[config.mk]
export PLATFORM = sky130hd
export DESIGN_NAME = uart_tx_fifo
export DESIGN_NICKNAME = d
export VERILOG_FILES = /design/src/rtl/uart_tx_fifo.sv
export SDC_FILE = /design/constraint.sdc
export NUM_CORES = 1
export LEC_CHECK = 0
export CAP_MARGIN = 30
export CORE_MARGIN = 5
export CORE_UTILIZATION = 55
export CTS_CLUSTER_DIAMETER = 50
export DETAILED_ROUTE_END_ITERATION = 10
export PLACE_DENSITY = 0.76
export SYNTH_ARGS = -nofsm -noshare
export SYNTH_HDL_FRONTEND = slang
export SYNTH_SLANG_ARGS = --single-unit
[constraint.sdc]
create_clock -name clk -period 2.6 [get_ports clk]
set_clock_uncertainty 0.2 [all_clocks]
set_input_delay 0.26 -clock clk [delete_from_list [all_inputs] [get_ports clk]]
set_output_delay 0.26 -clock clk [all_outputs]
set_load 0.005 [all_outputs]
[src/rtl/uart_tx_fifo.sv]
// uart_tx_fifo: byte FIFO (register array + registered output stage) feeding uart_tx.
// Define UART_TX_FIFO_OVF_EN to add the sticky overflow flag (ovf) and its clear (ovf_clr).
module uart_tx_fifo #(
  parameter int unsigned DEPTH  = 8,
  parameter int unsigned ADDR_W = 3
) (
  input  logic            clk,
  input  logic            rst,
  input  logic            wr_en,
  input  logic [7:0]      wr_data,
  output logic            full,
  output logic            empty,
  output logic [ADDR_W:0] count,
  output logic [7:0]      tx_data,
  output logic            tx_valid,
  input  logic            tx_ready
`ifdef UART_TX_FIFO_OVF_EN
  ,
  input  logic            ovf_clr,
  output logic            ovf
`endif
);

  localparam int unsigned PW  = ADDR_W + 1;
  localparam int unsigned CAP = DEPTH + 1;

  typedef enum logic {
    OUT_EMPTY  = 1'b0,
    OUT_LOADED = 1'b1
  } out_state_t;

  out_state_t    state;
  logic [7:0]    mem [DEPTH];
  logic [PW-1:0] wr_ptr;
  logic [PW-1:0] rd_ptr;
  logic [PW-1:0] count_nxt;
  logic [7:0]    rd_byte;
  logic          mem_empty;
  logic          wr_ok;
  logic          hs;

  assign tx_valid  = (state == OUT_LOADED);
  assign mem_empty = (wr_ptr == rd_ptr);
  assign wr_ok     = wr_en & ~full;
  assign hs        = tx_valid & tx_ready;
  assign rd_byte   = mem[rd_ptr[ADDR_W-1:0]];
  // Occupancy counts the output register too, so a load alone leaves it unchanged.
  assign count_nxt = count + PW'(wr_ok) - PW'(hs);

  // Storage array is intentionally not reset.
  always_ff @(posedge clk) begin
    if (wr_ok) begin
      mem[wr_ptr[ADDR_W-1:0]] <= wr_data;
    end
  end

  // Pointers, occupancy flags and output stage.
  always_ff @(posedge clk or negedge rst) begin
    if (!rst) begin
      state   <= OUT_EMPTY;
      tx_data <= 8'h00;
      wr_ptr  <= '0;
      rd_ptr  <= '0;
      count   <= '0;
      full    <= 1'b0;
      empty   <= 1'b1;
    end else begin
      if (wr_ok) begin
        wr_ptr <= wr_ptr + PW'(1);
      end
      count <= count_nxt;
      full  <= (count_nxt == PW'(CAP));
      empty <= (count_nxt == '0);
      case (state)
        OUT_EMPTY: begin
          if (!mem_empty) begin
            tx_data <= rd_byte;
            rd_ptr  <= rd_ptr + PW'(1);
            state   <= OUT_LOADED;
          end
        end
        OUT_LOADED: begin
          if (tx_ready) begin
            if (!mem_empty) begin
              tx_data <= rd_byte;
              rd_ptr  <= rd_ptr + PW'(1);
            end else begin
              state <= OUT_EMPTY;
            end
          end
        end
      endcase
    end
  end

`ifdef UART_TX_FIFO_OVF_EN
  // Sticky drop indicator; a new drop beats a same-cycle clear.
  always_ff @(posedge clk or negedge rst) begin
    if (!rst) begin
      ovf <= 1'b0;
    end else if (wr_en && full) begin
      ovf <= 1'b1;
    end else if (ovf_clr) begin
      ovf <= 1'b0;
    end
  end
`endif

endmodule

==> results.toml <==
[run_status]
status = "finished, final reports clean"

[timing]
drv_slew = 0
timing.setup.tns_ns = 0
final_hold_viol_count = 0
finalCritPeriodShare_pct = 88.34
setup_viol = 0
fmax_mhz = 435.4
slew_headroom_pct = 70.29
fin_crit_ns = 2.297
tightestPinTransition_ns = 0.4441
rsz0062_at_grt = "no"

[worst_setup_path]
worst_setup_path_end_kind = "flop"
critical_path_class = "primary input to flop"
r2r_cells = 10
rr_startpoint = "full$_DFF_PN0_"
reg2reg_slack_ns = 0.32
reg2reg_to = "empty$_DFF_PN1_"
crit_path_start_kind = "primary input"
cp.required_ns = 2.64
cp_data_arrival_time_ns = 2.34
worstPathMaxFanout = 2

[clocking]
cts_root_buffer = "clkbuf_8"
cts_buffers = 9
cts_tree = "built"
htreeDepth = 3
cts_resized = 0
clkTransAtPathRegs_ns = 0.08
postCtsSetupBuffers = 0
cts_hold_buffers = 0
clk_path_buf_depth = 2
cts_num_sinks = 87
worstSkewPairLatency_ns = 0.34

[synthesis]
yosys.area.top_type_share_pct = 55.05
ys_ff_latch = 87
synth_edf_count = 64
syn_area_per_cell_um2 = 18.09
syn_nets = 212
yosysSeqAreaShare_pct = 71.58
yosysUniqueCellTypes = 30
yosysTopAreaCell = "edfxtp_1"
async_flop_share_pct = 26.44
synthTopCellsByArea = "edfxtp_1 (55%), dfrtp_1 (16%), mux4_2 (10%), mux2i_1 (2.3%), xor2_1 (2.3%)"
yosysWarnings = 0
synth_flop_cell = "edfxtp_1"
synth_area_um2 = 3491
synth_cells = 193

[floorplan]
core_um2 = 6277
rows = 29
fp.dieW_um = 89.67
io_pins = 27
die_area_um2 = 8041
start_util_pct = 55.61
die_h_um = 89.67

[power_and_ir_drop]
p_leak_nw = 1.542
power_w = 0.004523
vdd_drop_max_mv = 0.9581
power_density_nw_per_um2 = 1094

[detailed_routing]
wl_per_cell_um = 17.79
routed_wirelength_mm = 5.783
final_antenna_net_count = 0
vias = 1748
viasPerCell = 5.378
drc_errors = 0
initialDrtViolationCount = 96
drtPass1Iterations = 4

[placement]
dpl.hpwl_mm = 3.874
port_buffers = 26
gp_congestion = 0.7196
place_area_um2 = 3948
dp_cells = 309

[final_layout]
drive_gt1_share_pct = 21.77
final_area_um2 = 4135
fin_nets = 262
fillCellCount = 449
stdcell_count = 325
antennaDiodeCount = 0
syn2layout_area_growth_pct = 18.46

[global_route]
overflow = 0
grt_pass1_vias = 1764
antenna_found_initial = 0
grt_usage_pct = 16.40
grt_pass1_wl_mm = 9.183
grt_start_max_net_pins = 24

[job]
max_cap_violations = 0

[hold_path]
hold_path_class = "primary input to asynchronous set/reset pin"
placed cells by master, fill, tap and decap left out:
cell type        synthesis  routed
edfxtp_1                64      64
xor2_1                   9       9
bufinv_16                0       1
clkbuf_1                 1       2
clkbuf_8                 0       9
mux2_1                   1       1
o41ai_4                  1       1
a21o_1                   1       1
nor2_1                   8       8
dfstp_2                  1       1
clkinv_2                 0       2
buf_4                    3      21
xnor2_1                  4       4
nor3_1                   2       2
mux2_2                   1       1
nand3_1                  1       1
ha_1                     6       6
nand2b_1                 4       4
o21ai_0                  8       8
clkinvlp_4               0       1
dfrtp_1                 22      22
and2_1                   1       1
inv_1                    9       9
and4_1                   1       1
clkdlybuf4s50_1          0      26
inv_6                    0       1
mux2i_1                  8       8
mux4_2                  16      16
nor2b_1                  1       1
a21oi_1                  1       1
fa_1                     1       1
nand2_1                 12      12
nor4_1                   2       2
worst max-delay path, stage by stage:
cell             delay [ns]
clkdlybuf4s50_1        0.45
nor2b_1                0.17
inv_1                  0.06
ha_1                   0.28
inv_1                  0.05
ha_1                   0.16
inv_1                  0.06
fa_1                   0.37
xor2_1                 0.17
inv_1                  0.08
nor4_1                 0.23
per-stage QoR:
step                hold WS, ns  setup WS, ns  utilization [%]
finish                  0.07940        0.3031            65.88
global route            0.08584        0.1626            65.88
CTS                     0.07776        0.2896            65.88
detailed placement       0.2691      -0.04574            62.89
global placement         0.2628       0.01806            62.89
floorplan               -0.2356        0.2542                -
worst max path at each step:
stage / from / end / slack, ns
after CTS: full$_DFF_PN0_ / empty$_DFF_PN1_ / 0.29
after detailed placement: wr_en / empty$_DFF_PN1_ / -0.05
final: wr_en / empty$_DFF_PN1_ / 0.30
after floorplan: full$_DFF_PN0_ / empty$_DFF_PN1_ / 0.25
after global placement: wr_en / empty$_DFF_PN1_ / 0.02
after global routing: full$_DFF_PN0_ / empty$_DFF_PN1_ / 0.16
metal layers:
metal  vias up  track usage [%]  part of all wire (%)
li1        825                -                     -
met1       883            22.08                    44
met2        34            25.13                    51
met3         6            4.836                   4.0
met4         0            6.901                   1.3
met5         -                0                     0
flip-flops by register name, indices dropped and copies added (netlist names):
signal    count
mem          64
tx_data       8
count         4
rd_ptr        4
wr_ptr        4
empty         1
full          1
tx_valid      1
synthesized netlist by cell type, types with 2 or more instances:
master    count
buf_6         2
o21ai_0       8
nor2_1        8
xor2_1        9
mux2i_1       8
nand2b_1      4
xnor2_1       4
nor4_1        2
dfrtp_1      22
nand2_1      12
nor3_1        2
buf_4         3
edfxtp_1     64
inv_1         9
mux4_2       16
ha_1          6
cell type report:
class	count	area, um^2	share of cell area, %
sequential	87	2499	60.42
multi-input combinational	89	900.9	21.79
timing repair buffer	47	417.9	10.11
clock buffer	11	131.4	3.177
tap	77	96.34	2.330
clock inverter	5	56.30	1.362
inverter	9	33.78	0.8169
power by group:
part	switching (W)	internal (W)
logic	0.000779	0.000849
clock network	0.000447	0.000445
registers	0.000177	0.00183
cell families after synthesis:
logic type               count (synthesis)  share of synthesized area [%]
AO/OA/AOI/OAI                           11                          2.294
multiplexers                            26                          13.26
flip-flops                              87                          71.58
XOR/XNOR                                13                          3.262
AND/OR/NAND/NOR                         32                          4.265
buffers and inverters                   17                          2.616
adder cells (fa/ha/maj)                  7                          2.724
Power figures use the tool's default switching activity.
